$ cat src/rtl/mux4_pkg.sv
// mux4_pkg: shared constants for the 4:1 datapath word multiplexer.
//   MUX_DATA_WIDTH  - default word width for mux4 and mux4_if.
//   MUX_SELECT_SIZE - select code width; the mux only supports 2.
//   mux_sel_e       - select encodings, shared with datapath control logic.
package mux4_pkg;

  localparam int unsigned MUX_DATA_WIDTH  = 16;
  localparam int unsigned MUX_SELECT_SIZE = 2;

  typedef enum logic [1:0] {
    MUX_SEL_0 = 2'b00,
    MUX_SEL_1 = 2'b01,
    MUX_SEL_2 = 2'b10,
    MUX_SEL_3 = 2'b11
  } mux_sel_e;

endpackage

$ cat src/rtl/mux4_if.sv
// mux4_if: signal bundle between a datapath controller and mux4.
//   select_i           - source select code (driven by master).
//   data0_i..data3_i   - candidate source words (driven by master).
//   data_o             - combinational selected word (driven by slave).
//   data_q_o           - data_o registered on the clock (driven by slave).
//   select_q_o         - select_i registered on the clock (driven by slave).
interface mux4_if
  import mux4_pkg::*;
#(
  parameter int unsigned DATA_WIDTH  = MUX_DATA_WIDTH,
  parameter int unsigned SELECT_SIZE = MUX_SELECT_SIZE
) ();

  logic [SELECT_SIZE-1:0] select_i;
  logic [DATA_WIDTH-1:0]  data0_i;
  logic [DATA_WIDTH-1:0]  data1_i;
  logic [DATA_WIDTH-1:0]  data2_i;
  logic [DATA_WIDTH-1:0]  data3_i;
  logic [DATA_WIDTH-1:0]  data_o;
  logic [DATA_WIDTH-1:0]  data_q_o;
  logic [SELECT_SIZE-1:0] select_q_o;

  modport master (
    output select_i, data0_i, data1_i, data2_i, data3_i,
    input  data_o, data_q_o, select_q_o
  );

  modport slave (
    input  select_i, data0_i, data1_i, data2_i, data3_i,
    output data_o, data_q_o, select_q_o
  );

endinterface

$ cat src/rtl/mux4.sv
// mux4: 4:1 word multiplexer for datapath steering.
//   clk_i     - datapath clock; rising edge updates the registered outputs.
//   reset_ni  - asynchronous active-low reset of the registered outputs only.
//   bus       - mux4_if slave: select_i, data0_i..data3_i in;
//               data_o (combinational, zero latency), data_q_o and
//               select_q_o (one-cycle registered copies) out.
module mux4
  import mux4_pkg::*;
#(
  parameter int unsigned DATA_WIDTH  = MUX_DATA_WIDTH,
  parameter int unsigned SELECT_SIZE = MUX_SELECT_SIZE
) (
  input  logic   clk_i,
  input  logic   reset_ni,
  mux4_if.slave  bus
);

  if (SELECT_SIZE != 2) begin : g_select_size_check
    $error("mux4: SELECT_SIZE must be 2");
  end

  logic [DATA_WIDTH-1:0]  data_d;
  logic [DATA_WIDTH-1:0]  data_q;
  logic [SELECT_SIZE-1:0] select_q;

  always_comb begin
    data_d = bus.data0_i;
    case (mux_sel_e'(bus.select_i))
      MUX_SEL_0: data_d = bus.data0_i;
      MUX_SEL_1: data_d = bus.data1_i;
      MUX_SEL_2: data_d = bus.data2_i;
      MUX_SEL_3: data_d = bus.data3_i;
      default:   data_d = bus.data0_i;
    endcase
`ifndef SYNTHESIS
    // An unknown select must show up as X rather than silently picking data0.
    if ($isunknown(bus.select_i)) data_d = 'x;
`endif
  end

  always_ff @(posedge clk_i or negedge reset_ni) begin
    if (!reset_ni) begin
      data_q   <= '0;
      select_q <= '0;
    end else begin
      data_q   <= data_d;
      select_q <= bus.select_i;
    end
  end

  assign bus.data_o     = data_d;
  assign bus.data_q_o   = data_q;
  assign bus.select_q_o = select_q;

endmodule

$ cat src/flat_wrapper.sv
// flat-port wrapper written by rule: the top's interface ports become plain ports
module mux4_flat import mux4_pkg::*;
#(
  parameter int unsigned DATA_WIDTH  = MUX_DATA_WIDTH,
  parameter int unsigned SELECT_SIZE = MUX_SELECT_SIZE
)
  (clk_i, reset_ni, bus_select_i, bus_data0_i, bus_data1_i, bus_data2_i, bus_data3_i, bus_data_o, bus_data_q_o, bus_select_q_o);
  mux4_if #(.DATA_WIDTH(DATA_WIDTH), .SELECT_SIZE(SELECT_SIZE)) bus_i ();
  input  logic clk_i;
  input  logic reset_ni;
  input wire logic [$bits(bus_i.select_i)-1:0] bus_select_i;
  input wire logic [$bits(bus_i.data0_i)-1:0] bus_data0_i;
  input wire logic [$bits(bus_i.data1_i)-1:0] bus_data1_i;
  input wire logic [$bits(bus_i.data2_i)-1:0] bus_data2_i;
  input wire logic [$bits(bus_i.data3_i)-1:0] bus_data3_i;
  output wire logic [$bits(bus_i.data_o)-1:0] bus_data_o;
  output wire logic [$bits(bus_i.data_q_o)-1:0] bus_data_q_o;
  output wire logic [$bits(bus_i.select_q_o)-1:0] bus_select_q_o;
  assign bus_i.select_i = bus_select_i;
  assign bus_i.data0_i = bus_data0_i;
  assign bus_i.data1_i = bus_data1_i;
  assign bus_i.data2_i = bus_data2_i;
  assign bus_i.data3_i = bus_data3_i;
  assign bus_data_o = bus_i.data_o;
  assign bus_data_q_o = bus_i.data_q_o;
  assign bus_select_q_o = bus_i.select_q_o;
  mux4 #(.DATA_WIDTH(DATA_WIDTH), .SELECT_SIZE(SELECT_SIZE)) u_core (.clk_i(clk_i), .reset_ni(reset_ni), .bus(bus_i));
endmodule
$ cat config.mk
export PLATFORM = sky130hd
export DESIGN_NAME = mux4_flat
export DESIGN_NICKNAME = d
export VERILOG_FILES = /design/src/rtl/mux4_pkg.sv /design/src/rtl/mux4_if.sv /design/src/rtl/mux4.sv /design/src/flat_wrapper.sv
export SDC_FILE = /design/constraint.sdc
export NUM_CORES = 1
export LEC_CHECK = 0
export CAP_MARGIN = 15
export CORE_AREA = 2 2 57 59
export CTS_BUF_LIST = sky130_fd_sc_hd__clkbuf_8
export CTS_CLUSTER_SIZE = 28
export DETAILED_ROUTE_END_ITERATION = 10
export DIE_AREA = 0 0 59 61
export PLACE_DENSITY = 0.91
export REMOVE_ABC_BUFFERS = 1
export SYNTH_ARGS = -nofsm -noshare
export SYNTH_HDL_FRONTEND = slang
export SYNTH_SLANG_ARGS = --single-unit
$ cat constraint.sdc
create_clock -name clk_i -period 3.66 [get_ports clk_i]
set_clock_uncertainty 0.05 [all_clocks]
set_input_delay 0.732 -clock clk_i [delete_from_list [all_inputs] [get_ports clk_i]]
set_output_delay 0.732 -clock clk_i [all_outputs]
set_load 0.02 [all_outputs]
==> results by group, run 1 <==
Status
  • Run status: finished, final reports clean

Yosys
  • Compound-cell area share of the yosys netlist: 0%
  • Fraction of the mapped netlist area in adder cells: 0%
  • Synth Area in XOR/XNOR: 0%
  • Flip-flop and latch count after synthesis: 18
  • Combinational family with the most area after synthesis: multiplexers
  • Most area-consuming cells after synthesis: dfrtp_1, mux4_2, mux4_1
  • Fraction of the mapped netlist area in simple logic gates: 0%
  • Mux share of post-synthesis cell area: 43.8%
  • Ys Warns: 0
  • Area share of the largest cell type after synthesis: 51.5%
  • Netlist area before placement: 875 µm²
  • Count of mapped cells out of synthesis: 38
  • Dominant cell type by area after synthesis: dfrtp_1
  • Post-synthesis sequential area ratio: 51.5%
  • Per-instance average area after synthesis: 23.0 µm²
  • Count of different cell masters after synthesis: 6

Global routing
  • Number of antenna violations at the first check in global routing: 0
  • Congestion Overflow GR: 0
  • Number of global-route vias before repair: 907
  • First-pass GRT wire length: 3970 µm
  • GRT Util Overall: 15.0%
  • Pin count of the biggest net entering global routing: 19

Place
  • Post-Place Cell Area: 1920 µm²
  • Final estimated routing congestion in global placement: 0.698
  • Post-detail-place hpwl: 2380 µm
  • Buffers added on ports: 101

Worst setup path
  • Number of buffer and inverter instances along the worst setup path: 3
  • Slowest stage delay, CP: 0.61 ns
  • Worst Path Arrival: 2.60 ns
  • Capture point of the critical path: bus_data_o[1]
  • Cell breakdown of the critical path: clkdlybuf4s50_1, buf_4, mux4_1, clkdlybuf4s50_1
  • Dominant delay contributor by cell family on the critical path: buffers and inverters
  • Cell depth of the worst setup path: 4
  • Worst-path maximum fanout: 9
  • Startpoint class of the critical path: primary input
  • Data required, critical path: 2.88 ns
  • Critical-path cell with the highest stage delay: mux4_1
  • Critical Path Most Common Cell: clkdlybuf4s50_1
  • Capturing element type of the critical path: primary output
  • First element of the critical path: bus_select_i[0]
  • Path type of the worst setup path: primary input to primary output

Timing
  • Pins over their slew limit: 0
  • Final worst path period need: 3.38 ns
  • Final count of negative-setup-slack endpoints: 0
  • RSZ-0062 raised after global routing: false
  • Max_slew headroom: 48.0%
  • Measured slew at the worst slew-check pin: 0.777 ns
  • Total negative slack for setup checks: 0 ns
  • Achievable clock frequency: 296 MHz
  • Final worst path period share: 92.3%
  • Final hold violation count: 0

Power
  • Leakage Power: 0.780 nW
  • Peak VDD IR: 0.127 mV
  • Total Power: 0.623 mW
  • Pwr Density: 316 nW/µm²

CTS
  • Clock sinks: 18
  • Clock transition at the registers of the reported paths: 0.06 ns
  • Root buf cell: clkbuf_8
  • CTS HTree Levels: 1
  • Post-cts gate resize count: 0
  • Number of buffers inserted during clock tree synthesis: 3
  • CTS tree: done
  • Maximum buffer depth of the clock tree: 2
  • Buffers inserted during post-CTS setup optimization: 0
  • Post-CTS Hold Buffers: 0

Floorplanning
  • Die Area: 3600 µm²
  • Standard-cell row count: 20
  • Vert. Die Dim: 61 µm
  • Die width: 59 µm
  • Initial core utilization: 29.6%
  • I/O pin total: 102
  • Core region area: 2950 µm²

Route
  • Routed via count divided by cell count: 4.74
  • Total via count in the routed design: 834
  • Total length of routed wires: 2620 µm
  • DR pass1 iterations: 4
  • Met3 WL post-DR: 360 µm
  • Post-route DRC violation count: 0
  • Wire per inst: 14.9 µm
  • Highest layer used for signal routing: met3
  • Residual antenna-violating net count after detailed routing: 0
  • Starting DRT DRC Count: 10
  • Met2 Wirelength: 1470 µm
  • Total routed wire length on the met1 layer: 789 µm

Layout
  • Area of all sequential standard cells: 450 µm²
  • Fraction of final layout cells sized beyond drive strength 1: 12.6%
  • Antenna cell count: 0
  • Area grow syn2layout: 125%
  • Final nets: 212
  • Area taken by multi-input logic gates: 383 µm²
  • Utilization after layout: 66.7%
  • Final-layout fill cell count: 228
  • Post-Layout Inst Area: 1970 µm²

Min path
  • Hold WC Path Type: primary input to asynchronous set/reset pin

Job
  • Maximum capacitance violations: 0
[cells by family after synthesis]
| kind of cell | Yosys count |
|---|---|
| flops | 18 |
| buf+inv | 4 |
| mux | 16 |
[worst min-delay path by stage]
| stage | startpoint | end | slack, ns |
|---|---|---|---|
| after global placement | reset_ni | u_core.bus.data_q_o[4] | 1.18 |
| after floorplan | reset_ni | u_core.bus.data_q_o[0] | 0.39 |
| after CTS | reset_ni | u_core.bus.data_q_o[3] | 0.92 |
| after detailed placement | reset_ni | u_core.bus.data_q_o[6] | 1.19 |
| after global routing | reset_ni | u_core.bus.data_q_o[10] | 0.96 |
| final | reset_ni | u_core.bus.data_q_o[4] | 0.89 |
[sequential cells by signal, indices dropped and copies added (netlist names)]
register               cells
u_core.bus.data_q_o       16
u_core.bus.select_q_o      2
[layout make-up]
| type | count | area share, % |
|---|---|---|
| timing repair buffer | 105 | 52.8 |
| sequential | 18 | 22.9 |
| multi-input combinational | 16 | 19.4 |
| clock buffer | 4 | 2.79 |
| tap | 33 | 2.10 |
[synth_stat cells]
library cell,instances
mux4_1,6
buf_2,2
buf_6,1
dfrtp_1,18
buf_12,1
mux4_2,10
[metrics by stage]
stage               hold slack [ns]  instances  setup WS (ns)
floorplan                     0.386         34           1.49
global placement               1.18        172          0.305
detailed placement             1.19        172          0.289
CTS                           0.922        176          0.280
global route                  0.963        176          0.208
finish                        0.892        176          0.283
[report_power, final]
group          switching, mW  internal (mW)
Clock                 0.0594         0.0953
Combinational         0.0934          0.153
Sequential           0.00450          0.218
Total                  0.157          0.466
[routing by layer]
layer | track usage, % | up-vias
met3 | 5.33 | 0
met2 | 29.0 | 70
met5 | 0 | -
li1 | - | 376
met1 | 15.5 | 388
met4 | 2.92 | 0
[placed cells by master (no fill, tap or decap)]
cell	n
clkdlybuf4s50_1	101
dfrtp_1	18
mux4_2	10
mux4_1	6
clkbuf_8	4
buf_4	4
(Power assumes the default switching activity.)
==> inputs of run 2 (changes only) <==
--- a/config.mk
+++ b/config.mk
@@ -12,7 +12,6 @@
 export DETAILED_ROUTE_END_ITERATION = 10
 export DIE_AREA = 0 0 59 61
 export PLACE_DENSITY = 0.91
-export REMOVE_ABC_BUFFERS = 1
 export SYNTH_ARGS = -nofsm -noshare
 export SYNTH_HDL_FRONTEND = slang
 export SYNTH_SLANG_ARGS = --single-unit
==> run 2 against run 1 <==
Critical path type unchanged. Clock power is 19% lower. First-iteration DRC count up 110%. Critical path depth stayed put.
==> results by group, run 2 (same netlist as run 1, synthesis figures left out) <==
Route
  • Starting DRT DRC Count: 21 (+11)
  • Routed via count divided by cell count: 4.74 (about the same)
  • DR pass1 iterations: 3 (-1)
  • Wire per inst: 19.1 µm (+28%)
  • Residual antenna-violating net count after detailed routing: 0 (unchanged)
  • Total via count in the routed design: 820 (-1.7%)
  • Total length of routed wires: 3300 µm (+26%)
  • Post-route DRC violation count: 0 (unchanged)

Min path
  • Hold WC Path Type: primary input to asynchronous set/reset pin

Timing
  • Final worst path period need: 3.40 ns (+0.0205 ns)
  • RSZ-0062 raised after global routing: false
  • Final worst path period share: 92.8% (+0.56 points)
  • Final hold violation count: 0 (unchanged)
  • Pins over their slew limit: 0 (unchanged)
  • Final count of negative-setup-slack endpoints: 0 (unchanged)
  • Tightest hold margin: 0.883 ns (-0.00887 ns)
  • Achievable clock frequency: 294 MHz (-0.60%)
  • Total negative slack for setup checks: 0 ns (unchanged)
  • Measured slew at the worst slew-check pin: 0.749 ns (-0.0282 ns)
  • Max_slew headroom: 49.9% (+1.9 points)

Global routing
  • Pin count of the biggest net entering global routing: 19 (unchanged)
  • GRT Util Overall: 17.8% (+2.8 points)
  • Congestion Overflow GR: 0 (unchanged)
  • Number of antenna violations at the first check in global routing: 0 (unchanged)
  • Number of global-route vias before repair: 918 (+1.2%)
  • First-pass GRT wire length: 4550 µm (+15%)

Floorplanning
  • Standard-cell row count: 20 (unchanged)
  • Die Area: 3600 µm² (unchanged)
  • Die width: 59 µm (unchanged)
  • I/O pin total: 102 (unchanged)
  • Initial core utilization: 29.6% (unchanged)
  • Vert. Die Dim: 61 µm (unchanged)
  • Core region area: 2950 µm² (unchanged)

Worst setup path
  • First element of the critical path: bus_select_i[0]
  • Worst-path maximum fanout: 17 (+8)
  • Worst Path Arrival: 2.62 ns (+0.02 ns)
  • Path type of the worst setup path: primary input to primary output
  • Startpoint class of the critical path: primary input
  • Capturing element type of the critical path: primary output
  • Data required, critical path: 2.88 ns (about the same)

Power
  • Leakage Power: 0.767 nW (-1.6%)
  • Peak VDD IR: 0.117 mV (-8.2%)
  • Total Power: 0.601 mW (-3.5%)
  • Pwr Density: 308 nW/µm² (-2.7%)

CTS
  • Clock sinks: 18 (unchanged)
  • Maximum buffer depth of the clock tree: 2 (unchanged)
  • Root buf cell: clkbuf_8
  • Number of buffers inserted during clock tree synthesis: 3 (unchanged)
  • Clock transition at the registers of the reported paths: 0.06 ns (about the same)
  • Post-cts gate resize count: 0 (unchanged)
  • Post-CTS Hold Buffers: 0 (unchanged)
  • CTS tree: done
  • CTS HTree Levels: 1 (unchanged)
  • Buffers inserted during post-CTS setup optimization: 0 (unchanged)

Layout
  • Area grow syn2layout: 123%
  • Most common cell after layout, fill and taps aside: clkdlybuf4s50_1
  • Final-layout fill cell count: 226 (-0.88%)
  • Final nets: 210 (-0.94%)
  • Post-Layout Inst Area: 1950 µm² (-0.83%)
  • Antenna cell count: 0 (unchanged)
  • Most frequent cells in the layout: clkdlybuf4s50_1, dfrtp_1, mux4_2
  • Number of flip-flops in the largest register: 16 (unchanged)
  • Fraction of final layout cells sized beyond drive strength 1: 10.7% (-1.9 points)

Place
  • Post-Place Cell Area: 1910 µm² (-0.13%)
  • Buffers added on ports: 101 (unchanged)
  • Final estimated routing congestion in global placement: 0.712 (+2.0%)
  • Post-detail-place hpwl: 3010 µm (+26%)

Status
  • Run status: finished, final reports clean

Job
  • Maximum capacitance violations: 0 (unchanged)

Yosys
  • Net count after synthesis: 106
-- run 2: cell count changes in the layout (fill, tap and decap cells not counted) --
cell and change:
buf_12 +1, clkbuf_8 -1, buf_4 -3
-- run 2: path summary, 6_finish.rpt --
path	to	slack (ns)	cells after the start
worst max-delay path	bus_data_o[0]	0.26	4
worst min-delay path	u_core.bus.data_q_o[4]	0.88	1
max in group asynchronous	u_core.bus.data_q_o[1]	2.21	1
min in group clk_i	u_core.bus.select_q_o[1]	1.12	2
-- run 2: critical path, cell delays in order --
cell and delay (ns):
clkdlybuf4s50_1 0.51, buf_12 0.18, mux4_1 0.61, clkdlybuf4s50_1 0.57
-- run 2: metrics by stage --
| stage | setup WS, ns | cells | util, % |
|---|---|---|---|
| floorplan | 1.32 | 38 | - |
| global placement | 0.299 | 170 | 64.8 |
| detailed placement | 0.248 | 170 | 64.8 |
| CTS | 0.249 | 173 | 66.2 |
| global route | 0.212 | 173 | 66.2 |
| finish | 0.262 | 173 | 66.2 |
-- run 2: where the power goes --
| group | switching (mW) | leakage, nW | total, mW | internal, mW |
|---|---|---|---|---|
| sequential | 0.00509 | 0.210 | 0.223 | 0.218 |
| clock | 0.0536 | 0.0216 | 0.126 | 0.0727 |
| combinational | 0.0986 | 0.536 | 0.252 | 0.153 |
| total | 0.157 | 0.767 | 0.601 | 0.444 |
-- run 2: per-layer routing --
layer / global-route usage, % / wire [µm] / vias to the layer above
li1: - / - / 369
met1: 19.3 / 1070 / 412
met2: 34.8 / 2060 / 39
met3: 2.56 / 179 / 0
met4: 6.82 / 0 / 0
met5: 0 / 0 / -
-- run 2: area by class of cell --
type / count / area (µm²) / area share, %
multi-input combinational: 16 / 383 / 19.6
timing repair buffer: 103 / 1040 / 53.1
clock buffer: 3 / 41.3 / 2.11
tap: 33 / 41.3 / 2.11
sequential: 18 / 450 / 23.0
